<file path="src/rtl/regfile_alu_datapath.sv">
// ---------------------------------------------------------------------------
// regfile_alu_datapath
//
// Register-file-plus-ALU datapath of the 16-bit processor. It holds eight
// 16-bit general registers (r0..r7, all writable) behind two asynchronous
// read ports and one synchronous write port. A combinational ALU combines
// the two read operands, and a registered zero flag records the outcome of
// the most recent SUB for conditional branches.
//
// Ports
//   clk           in   1   system clock, all state updates on the rising edge
//   rst_n         in   1   asynchronous active-low reset (regs and flag -> 0)
//   address_a     in   3   read port A index, also the write destination
//   address_b     in   3   read port B index
//   write_enable  in   1   write write_data into register[address_a]
//   write_data    in   16  data to write
//   opcode        in   4   ALU operation select (instruction[15:12])
//   data_a        out  16  register[address_a], combinational
//   data_b        out  16  register[address_b], combinational
//   alu_result    out  16  data_a op data_b, combinational
//   alu_zero      out  1   alu_result == 0, combinational
//   zero_flag     out  1   registered zero status, updated only by SUB
// ---------------------------------------------------------------------------
module regfile_alu_datapath (
  input  logic        clk,
  input  logic        rst_n,
  input  logic [2:0]  address_a,
  input  logic [2:0]  address_b,
  input  logic        write_enable,
  input  logic [15:0] write_data,
  input  logic [3:0]  opcode,
  output logic [15:0] data_a,
  output logic [15:0] data_b,
  output logic [15:0] alu_result,
  output logic        alu_zero,
  output logic        zero_flag
);

  localparam int unsigned NumRegs = 8;
  localparam int unsigned Width   = 16;

  // ALU opcodes; every other encoding (load-immediate, jmp, br, out, unused)
  // produces a zero result.
  localparam logic [3:0] OpAdd = 4'b0010;
  localparam logic [3:0] OpSub = 4'b0011;
  localparam logic [3:0] OpAnd = 4'b0100;
  localparam logic [3:0] OpOr  = 4'b0101;
  localparam logic [3:0] OpXor = 4'b0110;
  localparam logic [3:0] OpSll = 4'b0111;

  // -------------------------------------------------------------------------
  // Register file
  // -------------------------------------------------------------------------
  logic [Width-1:0]   regs_q [NumRegs];
  logic [NumRegs-1:0] reg_we;

  // One-hot write decode of the destination index.
  always_comb begin
    reg_we = '0;
    if (write_enable) begin
      reg_we[address_a] = 1'b1;
    end
  end

  for (genvar g = 0; g < NumRegs; g++) begin : gen_regs
    always_ff @(posedge clk or negedge rst_n) begin
      if (!rst_n) begin
        regs_q[g] <= '0;
      end else if (reg_we[g]) begin
        regs_q[g] <= write_data;
      end
    end
  end

  // Asynchronous reads with no write bypass: a register being written still
  // reads its old value until the edge.
  assign data_a = regs_q[address_a];
  assign data_b = regs_q[address_b];

  // -------------------------------------------------------------------------
  // ALU
  // -------------------------------------------------------------------------
  always_comb begin
    alu_result = '0;
    case (opcode)
      OpAdd:   alu_result = data_a + data_b;
      OpSub:   alu_result = data_a - data_b;
      OpAnd:   alu_result = data_a & data_b;
      OpOr:    alu_result = data_a | data_b;
      OpXor:   alu_result = data_a ^ data_b;
      OpSll:   alu_result = data_a << data_b[3:0];
      default: alu_result = '0;
    endcase
  end

  assign alu_zero = (alu_result == '0);

  // -------------------------------------------------------------------------
  // Zero status flag: sampled only on SUB, independent of write_enable, so a
  // SUB that writes back still flags on the pre-edge operands.
  // -------------------------------------------------------------------------
  logic zero_flag_q;
  logic zero_flag_d;

  always_comb begin
    zero_flag_d = zero_flag_q;
    if (opcode == OpSub) begin
      zero_flag_d = alu_zero;
    end
  end

  always_ff @(posedge clk or negedge rst_n) begin
    if (!rst_n) begin
      zero_flag_q <= 1'b0;
    end else begin
      zero_flag_q <= zero_flag_d;
    end
  end

  assign zero_flag = zero_flag_q;

endmodule

</file>
<file path="config.mk">
export PLATFORM = sky130hd
export DESIGN_NAME = regfile_alu_datapath
export DESIGN_NICKNAME = d
export VERILOG_FILES = /design/src/rtl/regfile_alu_datapath.sv
export SDC_FILE = /design/constraint.sdc
export NUM_CORES = 1
export LEC_CHECK = 0
export BUFFER_PORTS_ARGS = -buffer_cell sky130_fd_sc_hd__buf_4
export CAP_MARGIN = 15
export CORE_UTILIZATION = 58
export CTS_BUF_LIST = sky130_fd_sc_hd__clkbuf_8
export DETAILED_ROUTE_END_ITERATION = 8
export GPL_TIMING_DRIVEN = 1
export PLACE_DENSITY = 0.89
export SYNTH_ARGS = -nofsm -noshare
export SYNTH_HDL_FRONTEND = slang
export SYNTH_SLANG_ARGS = --single-unit
</file>
<file path="constraint.sdc">
create_clock -name clk -period 6 [get_ports clk]
set_clock_uncertainty 0.2 [all_clocks]
set_input_delay 0.6 -clock clk [delete_from_list [all_inputs] [get_ports clk]]
set_output_delay 0.6 -clock clk [all_outputs]
set_load 0.05 [all_outputs]
</file>
==> report_table.html, run 1 <==
<table>
<tr><th>Metric</th><th>Value</th></tr>
<tr><th colspan="2">Synthesis</th></tr>
<tr><td>Top cell type by total area after synthesis</td><td>sky130_fd_sc_hd__dfrtp_1</td></tr>
<tr><td>Nets in the synthesized netlist</td><td>940</td></tr>
<tr><td>Count of flip-flops with a built-in enable after synthesis</td><td>0</td></tr>
<tr><td>Combined area of all synthesized cells</td><td>9530 um2</td></tr>
<tr><td>Most used flip-flop cell after synthesis</td><td>sky130_fd_sc_hd__dfrtp_1</td></tr>
<tr><td>Synthesis-stage register bit count</td><td>129</td></tr>
<tr><td>Share of synthesized registers carrying an async set or reset</td><td>1.00</td></tr>
<tr><td>Dominant cells by area after synthesis</td><td>sky130_fd_sc_hd__dfrtp_1 34%, sky130_fd_sc_hd__mux2_2 17%, sky130_fd_sc_hd__mux4_2 9.7%</td></tr>
<tr><td>Sequential area share after synthesis</td><td>0.339</td></tr>
<tr><td>Area share of the largest cell type after synthesis</td><td>0.339</td></tr>
<tr><td>Number of unique standard cell types used by synthesis</td><td>77</td></tr>
<tr><td>Post-synthesis cell count</td><td>860</td></tr>
<tr><td>Per-instance average area after synthesis</td><td>11.1 um2</td></tr>
<tr><td>Count of warnings emitted by yosys</td><td>0</td></tr>
<tr><th colspan="2">Clock network</th></tr>
<tr><td>Root cell of the clock tree</td><td>sky130_fd_sc_hd__clkbuf_8</td></tr>
<tr><td>CTS max path bufs</td><td>2</td></tr>
<tr><td>Clk pin slew, worst setup/hold paths</td><td>0.07 ns</td></tr>
<tr><td>TritonCTS clock tree</td><td>yes</td></tr>
<tr><td>CTS buffer count</td><td>17</td></tr>
<tr><td>Hold-fix buffer count after cts</td><td>0</td></tr>
<tr><td>H-Tree Depth</td><td>4</td></tr>
<tr><td>Source-to-sink clock delay at the later pin of the worst-skew pair</td><td>0.44 ns</td></tr>
<tr><td># clock sinks</td><td>129</td></tr>
<tr><th colspan="2">Detailed routing</th></tr>
<tr><td>Routed via count</td><td>8276</td></tr>
<tr><td>Number of remaining DRC errors</td><td>0</td></tr>
<tr><td>Wirelength, routed</td><td>29200 um</td></tr>
<tr><td>DRT Pass-1 Iters</td><td>5</td></tr>
<tr><td>First-iteration detailed-routing DRC count</td><td>1082</td></tr>
<tr><td>Vias per std cell</td><td>7.03</td></tr>
<tr><td>Per-cell routed wire length</td><td>24.8 um</td></tr>
<tr><td>Detail Route Antenna Nets</td><td>0</td></tr>
<tr><th colspan="2">Layout</th></tr>
<tr><td>Synthesis-to-finish area growth</td><td>15.3%</td></tr>
<tr><td>Commonest non-fill, non-tap cells in the layout</td><td>140 x sky130_fd_sc_hd__mux2_2, 129 x sky130_fd_sc_hd__dfrtp_1, 124 x sky130_fd_sc_hd__buf_4</td></tr>
<tr><td>Share of final-layout standard cells stronger than drive strength 1</td><td>0.393</td></tr>
<tr><td>Nets@finish</td><td>1032</td></tr>
<tr><td>Most frequent standard cell in the layout excluding fill and tap cells</td><td>sky130_fd_sc_hd__mux2_2</td></tr>
<tr><td>Antenna diodes</td><td>0</td></tr>
<tr><td>Final std cells w/o fill</td><td>1177</td></tr>
<tr><th colspan="2">Global routing</th></tr>
<tr><td>Number of global-route vias before repair</td><td>8106</td></tr>
<tr><td>Initial antenna violation count</td><td>0</td></tr>
<tr><td>Global route total overflow</td><td>0</td></tr>
<tr><td>Gr usage total</td><td>0.356</td></tr>
<tr><td>Global-route wire length before repair</td><td>44800 um</td></tr>
<tr><td>Maximum number of pins on one net before global-route repair</td><td>78</td></tr>
<tr><th colspan="2">Power and ir drop</th></tr>
<tr><td>Static Leak</td><td>4.79 nW</td></tr>
<tr><td>Ratio of total power to cell area</td><td>375 nW/um2</td></tr>
<tr><td>Largest voltage drop on the vdd net</td><td>178 uV</td></tr>
<tr><th colspan="2">Worst setup path</th></tr>
<tr><td>Setup crit start kind</td><td>input pin</td></tr>
<tr><td>Required @ worst endpoint</td><td>5.20 ns</td></tr>
<tr><td>Crit. Startpoint</td><td>address_b[0]</td></tr>
<tr><td>Worst setup path category</td><td>input pin to output port</td></tr>
<tr><td>Reg-to-Reg End</td><td>zero_flag</td></tr>
<tr><td>Worst Reg2Reg Path Length in Cells</td><td>17</td></tr>
<tr><td>Crit end category</td><td>output port</td></tr>
<tr><td>Data arrival time at the worst-slack endpoint</td><td>4.92 ns</td></tr>
<tr><td>Worst Path Max Fanout</td><td>15</td></tr>
<tr><td>CP Capture Point</td><td>alu_zero</td></tr>
<tr><td>Slack of the worst reg-to-reg path</td><td>1.33 ns</td></tr>
<tr><td>Reg2reg start</td><td>regs_q[19]</td></tr>
<tr><th colspan="2">Placed design</th></tr>
<tr><td>Routability cong.</td><td>1.02</td></tr>
<tr><td>Detailed placement HPWL</td><td>20200 um</td></tr>
<tr><td>Port Buf Inserts</td><td>78</td></tr>
<tr><td>Number of cells in the design after placement</td><td>1148</td></tr>
<tr><th colspan="2">Floorplan</th></tr>
<tr><td>Number of placed I/O pins</td><td>79</td></tr>
<tr><td>Initial core utilization</td><td>0.598</td></tr>
<tr><td>Height of the die</td><td>130 um</td></tr>
<tr><td>Die footprint</td><td>16900 um2</td></tr>
<tr><td>Area of the core region</td><td>15900 um2</td></tr>
<tr><td>Number of rows in the core area</td><td>46</td></tr>
<tr><td>Floorplan die width</td><td>130 um</td></tr>
<tr><th colspan="2">Hold path</th></tr>
<tr><td>Class of the worst hold path</td><td>input pin to async pin</td></tr>
<tr><th colspan="2">STA</th></tr>
<tr><td>Min Hold Slack</td><td>0.114 ns</td></tr>
<tr><td>Final sum of negative setup slack</td><td>0 ns</td></tr>
<tr><td>Tightest slew margin relative to the limit</td><td>0.176</td></tr>
<tr><td>Post-layout min period</td><td>5.72 ns</td></tr>
<tr><td>Setup repair after global routing missed its margin</td><td>false</td></tr>
<tr><td>Final Slew Violations</td><td>0</td></tr>
<tr><td>Final Setup Violations</td><td>0</td></tr>
<tr><td>Share of the clock period used by the worst path after layout</td><td>0.953</td></tr>
<tr><td>Transition time of the tightest slew-check pin</td><td>1.23 ns</td></tr>
<tr><td>Number of endpoints with negative hold slack in the final report</td><td>0</td></tr>
<tr><td>Maximum clock rate</td><td>175 MHz</td></tr>
<tr><th colspan="2">Status</th></tr>
<tr><td>Result of the run</td><td>complete, no violations</td></tr>
<tr><th colspan="2">Flow run</th></tr>
<tr><td>Max-Cap Viols</td><td>0</td></tr>
</table>
[worst min-delay path by stage]
| stage | from | to | cells past startpoint |
|---|---|---|---|
| 2_1_floorplan | rst_n | regs_q[0] | 0 |
| 4_1_cts | rst_n | regs_q[81] | 1 |
| 3_3_place_gp | regs_q[31] | regs_q[31] | 1 |
| 5_1_grt | rst_n | regs_q[113] | 1 |
| 6_report | rst_n | regs_q[81] | 1 |
| 3_5_place_dp | regs_q[1] | regs_q[1] | 1 |
[logic make-up (layout without fill, tap and decap cells)]
group / Yosys count / count (layout) / share of synthesized area
compound gates: 184 / 184 / 0.131
xor+xnor: 28 / 28 / 0.0257
fa+ha+maj: 51 / 51 / 0.0678
buf+inv: 92 / 193 / 0.0433
flops: 129 / 129 / 0.339
mux: 221 / 221 / 0.308
simple gates: 155 / 155 / 0.0850
[power breakdown]
| part | internal, mW | total, mW | switching (mW) | leakage, nW |
|---|---|---|---|---|
| clock network | 0.375 | 0.696 | 0.320 | 0.191 |
| logic | 0.900 | 2.18 | 1.28 | 3.05 |
| registers | 1.06 | 1.24 | 0.176 | 1.55 |
| total | 2.34 | 4.12 | 1.78 | 4.79 |
[metrics by stage]
step	instance area [um2]	total power, mW	setup WS, ns	utilization
6_report	11000	4.12	0.279	0.689
5_1_grt	11000	4.31	0.0600	0.689
4_1_cts	10900	4.04	0.0622	0.686
3_5_place_dp	10600	3.33	0.0715	0.664
3_3_place_gp	10600	3.27	0.269	0.664
2_1_floorplan	9620	2.73	0.0989	-
[critical path, cell delays in order]
cell and delay, ns:
sky130_fd_sc_hd__buf_4 0.15, sky130_fd_sc_hd__buf_12 0.19, sky130_fd_sc_hd__mux4_2 0.52, sky130_fd_sc_hd__mux2i_2 0.22, sky130_fd_sc_hd__inv_2 0.09, sky130_fd_sc_hd__nor3_2 0.25
sky130_fd_sc_hd__nand3_1 0.13, sky130_fd_sc_hd__nand2_1 0.12, sky130_fd_sc_hd__nand2_1 0.10, sky130_fd_sc_hd__xnor2_1 0.15, sky130_fd_sc_hd__ha_1 0.20, sky130_fd_sc_hd__or3_1 0.42
sky130_fd_sc_hd__a31oi_1 0.18, sky130_fd_sc_hd__o21ai_1 0.11, sky130_fd_sc_hd__mux2i_1 0.13, sky130_fd_sc_hd__or4_4 0.43, sky130_fd_sc_hd__nor4b_2 0.26, sky130_fd_sc_hd__nand4b_1 0.22
sky130_fd_sc_hd__nor4_4 0.23, sky130_fd_sc_hd__buf_6 0.20
[sequential cells by signal, indices dropped and copies added, names as in the netlist]
name / count
regs_q: 128
zero_flag: 1
[cell type report]
cell class	instances	area (um2)
fill	1096	4960
clock buffer	19	262
sequential	129	3230
inverter	38	150
clock inverter	9	95.1
multi-input combinational	639	6000
timing repair buffer	127	982
tap	216	270
[cells in the mapped netlist (5+ instances only)]
master                       n
sky130_fd_sc_hd__mux2_2    140
sky130_fd_sc_hd__dfrtp_1   129
sky130_fd_sc_hd__ha_1       50
sky130_fd_sc_hd__mux4_2     41
sky130_fd_sc_hd__a21oi_1    40
sky130_fd_sc_hd__nand2_1    40
sky130_fd_sc_hd__o21ai_0    37
sky130_fd_sc_hd__mux2i_1    35
sky130_fd_sc_hd__inv_1      33
sky130_fd_sc_hd__nor2_1     33
sky130_fd_sc_hd__clkbuf_1   24
sky130_fd_sc_hd__xnor2_1    23
sky130_fd_sc_hd__nand3_1    18
sky130_fd_sc_hd__a22oi_1    16
sky130_fd_sc_hd__buf_2      16
sky130_fd_sc_hd__nor3_1     11
sky130_fd_sc_hd__o211ai_1   10
sky130_fd_sc_hd__o22ai_1    10
sky130_fd_sc_hd__nand2b_1    8
sky130_fd_sc_hd__a211oi_1    7
sky130_fd_sc_hd__buf_1       7
sky130_fd_sc_hd__and2_1      6
sky130_fd_sc_hd__nor4_1      6
sky130_fd_sc_hd__o221a_2     6
sky130_fd_sc_hd__o22a_1      6
sky130_fd_sc_hd__a31oi_1     5
sky130_fd_sc_hd__nand4_1     5
sky130_fd_sc_hd__o31ai_1     5
sky130_fd_sc_hd__xor2_1      5
[repair_timing]
action                     CTS  global route
setup endpoints to repair    0             1
setup buffers                0             1
resized for setup            0             7
[layer usage]
layer / vias up / GRT usage / routed length (um)
met4: 0 / 0.195 / 1350
met1: 4007 / 0.475 / 11100
met2: 693 / 0.545 / 13300
met3: 125 / 0.0730 / 3400
li1: 3451 / - / -
met5: - / 0 / 0
Power figures use the tool's default switching activity.
==> run 2, diff against run 1 <==
CAP_MARGIN = default   (was 15)
CORE_UTILIZATION = 50   (was 58)
PLACE_DENSITY = 0.8   (was 0.89)
SKIP_LAST_GASP = 1   (was default)
==> report_table.html, run 2 (same netlist as run 1, synthesis figures left out) <==
<table>
<tr><th>Metric</th><th>Value</th></tr>
<tr><th colspan="2">Worst setup path</th></tr>
<tr><td>Reg2reg start</td><td>regs_q[32]</td></tr>
<tr><td>Data arrival time at the worst-slack endpoint</td><td>5.01 ns (+0.09 ns)</td></tr>
<tr><td>Slack of the worst reg-to-reg path</td><td>1.22 ns (-0.11 ns)</td></tr>
<tr><td>Worst setup path category</td><td>register to output port</td></tr>
<tr><td>Worst Reg2Reg Path Length in Cells</td><td>19 (+2)</td></tr>
<tr><td>Worst Path Max Fanout</td><td>6 (-9)</td></tr>
<tr><td>Required @ worst endpoint</td><td>5.20 ns (about the same)</td></tr>
<tr><td>Reg-to-Reg End</td><td>zero_flag</td></tr>
<tr><td>Crit end category</td><td>output port</td></tr>
<tr><td>Setup crit start kind</td><td>register</td></tr>
<tr><th colspan="2">STA</th></tr>
<tr><td>Tightest slew margin relative to the limit</td><td>0.216 (+0.0398)</td></tr>
<tr><td>Final Setup Violations</td><td>0 (unchanged)</td></tr>
<tr><td>Post-layout min period</td><td>5.81 ns (+0.0922 ns)</td></tr>
<tr><td>Share of the clock period used by the worst path after layout</td><td>0.969 (+0.0154)</td></tr>
<tr><td>Final Slew Violations</td><td>0 (unchanged)</td></tr>
<tr><td>Final sum of negative setup slack</td><td>0 ns (unchanged)</td></tr>
<tr><td>Number of endpoints with negative hold slack in the final report</td><td>0 (unchanged)</td></tr>
<tr><td>Maximum clock rate</td><td>172 MHz (-1.6%)</td></tr>
<tr><td>Transition time of the tightest slew-check pin</td><td>1.17 ns (-0.0595 ns)</td></tr>
<tr><th colspan="2">Layout</th></tr>
<tr><td>Commonest non-fill, non-tap cells in the layout</td><td>140 x sky130_fd_sc_hd__mux2_2, 130 x sky130_fd_sc_hd__buf_4, 129 x sky130_fd_sc_hd__dfrtp_1</td></tr>
<tr><td>Antenna diodes</td><td>0 (unchanged)</td></tr>
<tr><td>Most flops, register</td><td>regs_q</td></tr>
<tr><td>Synthesis-to-finish area growth</td><td>16.6%</td></tr>
<tr><td>Largest register FFs</td><td>128 (unchanged)</td></tr>
<tr><td>Nets@finish</td><td>1038 (+0.58%)</td></tr>
<tr><td>Final design instance area without fill</td><td>11100 um2 (+1.1%)</td></tr>
<tr><td>Share of final-layout standard cells stronger than drive strength 1</td><td>0.401 (+0.00728)</td></tr>
<tr><td>Most frequent standard cell in the layout excluding fill and tap cells</td><td>sky130_fd_sc_hd__mux2_2</td></tr>
<tr><td>Number of fill cells in the layout</td><td>1478 (+35%)</td></tr>
<tr><th colspan="2">Global routing</th></tr>
<tr><td>Global-route wire length before repair</td><td>44600 um (-0.60%)</td></tr>
<tr><td>Number of global-route vias before repair</td><td>7933 (-2.1%)</td></tr>
<tr><td>Gr usage total</td><td>0.297 (-0.0591)</td></tr>
<tr><td>Global route total overflow</td><td>0 (unchanged)</td></tr>
<tr><td>Initial antenna violation count</td><td>0 (unchanged)</td></tr>
<tr><td>Maximum number of pins on one net before global-route repair</td><td>76 (-2.6%)</td></tr>
<tr><th colspan="2">Clock network</th></tr>
<tr><td>TritonCTS clock tree</td><td>yes</td></tr>
<tr><td>Source-to-sink clock delay at the later pin of the worst-skew pair</td><td>0.45 ns (about the same)</td></tr>
<tr><td>Clk pin slew, worst setup/hold paths</td><td>0.08 ns (about the same)</td></tr>
<tr><td>Root cell of the clock tree</td><td>sky130_fd_sc_hd__clkbuf_8</td></tr>
<tr><td>CTS buffer count</td><td>17 (unchanged)</td></tr>
<tr><td># clock sinks</td><td>129 (unchanged)</td></tr>
<tr><td>CTS max path bufs</td><td>2 (unchanged)</td></tr>
<tr><td>Hold-fix buffer count after cts</td><td>0 (unchanged)</td></tr>
<tr><td>H-Tree Depth</td><td>4 (unchanged)</td></tr>
<tr><th colspan="2">Floorplan</th></tr>
<tr><td>Number of placed I/O pins</td><td>79 (unchanged)</td></tr>
<tr><td>Number of rows in the core area</td><td>50 (+8.7%)</td></tr>
<tr><td>Floorplan die width</td><td>140 um (+7.6%)</td></tr>
<tr><td>Area of the core region</td><td>18700 um2 (+17%)</td></tr>
<tr><td>Die footprint</td><td>19600 um2 (+16%)</td></tr>
<tr><td>Initial core utilization</td><td>0.509 (-0.0883)</td></tr>
<tr><td>Height of the die</td><td>140 um (+7.6%)</td></tr>
<tr><th colspan="2">Power and ir drop</th></tr>
<tr><td>Static Leak</td><td>4.84 nW (+0.91%)</td></tr>
<tr><td>Ratio of total power to cell area</td><td>378 nW/um2 (+0.78%)</td></tr>
<tr><td>Largest voltage drop on the vdd net</td><td>126 uV (-29%)</td></tr>
<tr><th colspan="2">Placed design</th></tr>
<tr><td>Detailed placement HPWL</td><td>20400 um (+0.72%)</td></tr>
<tr><td>Routability cong.</td><td>0.967 (-4.9%)</td></tr>
<tr><td>Port Buf Inserts</td><td>78 (unchanged)</td></tr>
<tr><td>Area post-placement</td><td>10600 um2 (+0.38%)</td></tr>
<tr><th colspan="2">Detailed routing</th></tr>
<tr><td>First-iteration detailed-routing DRC count</td><td>671 (-38%)</td></tr>
<tr><td>Vias per std cell</td><td>6.61 (-6.0%)</td></tr>
<tr><td>Routed via count</td><td>7964 (-3.8%)</td></tr>
<tr><td>Number of remaining DRC errors</td><td>0 (unchanged)</td></tr>
<tr><td>DRT Pass-1 Iters</td><td>7 (+2)</td></tr>
<tr><td>Detail Route Antenna Nets</td><td>0 (unchanged)</td></tr>
<tr><td>Per-cell routed wire length</td><td>23.3 um (-6.2%)</td></tr>
<tr><td>Wirelength, routed</td><td>28000 um (-3.9%)</td></tr>
<tr><th colspan="2">Hold path</th></tr>
<tr><td>Class of the worst hold path</td><td>input pin to async pin</td></tr>
<tr><th colspan="2">Flow run</th></tr>
<tr><td>Max-Cap Viols</td><td>0 (unchanged)</td></tr>
<tr><th colspan="2">Status</th></tr>
<tr><td>Result of the run</td><td>complete, no violations</td></tr>
</table>
## run 2: changes by cell type in the layout (fill, tap and decap cells not counted), moves of 2 or more
cell / before / now
sky130_fd_sc_hd__clkinv_4: 0 / 5
sky130_fd_sc_hd__clkinv_2: 4 / 0
sky130_fd_sc_hd__buf_4: 124 / 130
sky130_fd_sc_hd__clkinvlp_4: 1 / 3
## run 2: repair_timing
action | CTS | global route
resized for setup | 0 | 8
buffers inserted | 0 | 3
endpoints found under the setup margin | 0 | 1
## run 2: routing by layer
metal,vias up,routed length (um),global-route usage
met5,-,0,0
met4,0,998,0.135
met3,75,2430,0.0448
met2,481,13100,0.480
met1,3935,11500,0.395
li1,3473,-,-
## run 2: worst max path at each step
stage                       startpoint  endpoint  slack, ns
after global routing        regs_q[32]  alu_zero     -0.003
after detailed placement  address_b[1]  alu_zero       0.11
after floorplan           address_b[2]  alu_zero        0.1
after global placement    address_b[1]  alu_zero       0.23
after CTS                   regs_q[19]  alu_zero       0.08
final                       regs_q[32]  alu_zero       0.19
## run 2: cell type report
class / count / area [um2] / area share
Timing Repair Buffer: 133 / 1020 / 0.0917
Multi-Input combinational cell: 639 / 5990 / 0.539
Clock buffer: 19 / 262 / 0.0235
Tap cell: 234 / 293 / 0.0264
Sequential cell: 129 / 3230 / 0.291
Clock inverter: 13 / 164 / 0.0148
Inverter: 38 / 150 / 0.0135
## run 2: report_power, final
group | switching [mW] | internal, mW
Sequential | 0.163 | 1.06
Combinational | 1.27 | 0.918
Clock | 0.351 | 0.432
## run 2: critical path: stages, from the launching register on
cell	delay, ns
sky130_fd_sc_hd__dfrtp_1	0.41
sky130_fd_sc_hd__mux4_2	0.51
sky130_fd_sc_hd__mux2i_4	0.26
sky130_fd_sc_hd__inv_2	0.10
sky130_fd_sc_hd__buf_4	0.18
sky130_fd_sc_hd__nor2_1	0.14
sky130_fd_sc_hd__a21oi_1	0.10
sky130_fd_sc_hd__xnor2_1	0.14
sky130_fd_sc_hd__ha_1	0.36
sky130_fd_sc_hd__o21ai_0	0.15
sky130_fd_sc_hd__o211ai_1	0.34
sky130_fd_sc_hd__nand2_1	0.18
sky130_fd_sc_hd__o21ai_2	0.19
sky130_fd_sc_hd__mux2i_1	0.09
sky130_fd_sc_hd__or4_4	0.43
sky130_fd_sc_hd__nor4b_2	0.27
sky130_fd_sc_hd__nand4b_1	0.22
sky130_fd_sc_hd__nor4_4	0.32
sky130_fd_sc_hd__buf_6	0.19
## run 2: per-stage QoR
step           worst slack, ns  cells  utilization  power, mW  hold WS (ns)
2_1_floorplan           0.0989    860            -       2.73         0.104
3_3_place_gp             0.227   1170        0.568       3.30         0.304
3_5_place_dp             0.111   1170        0.568       3.36         0.309
4_1_cts                 0.0753   1202        0.591       4.15         0.131
5_1_grt               -0.00284   1205        0.594       4.41         0.166
6_report                 0.187   1205        0.594       4.19        0.0933
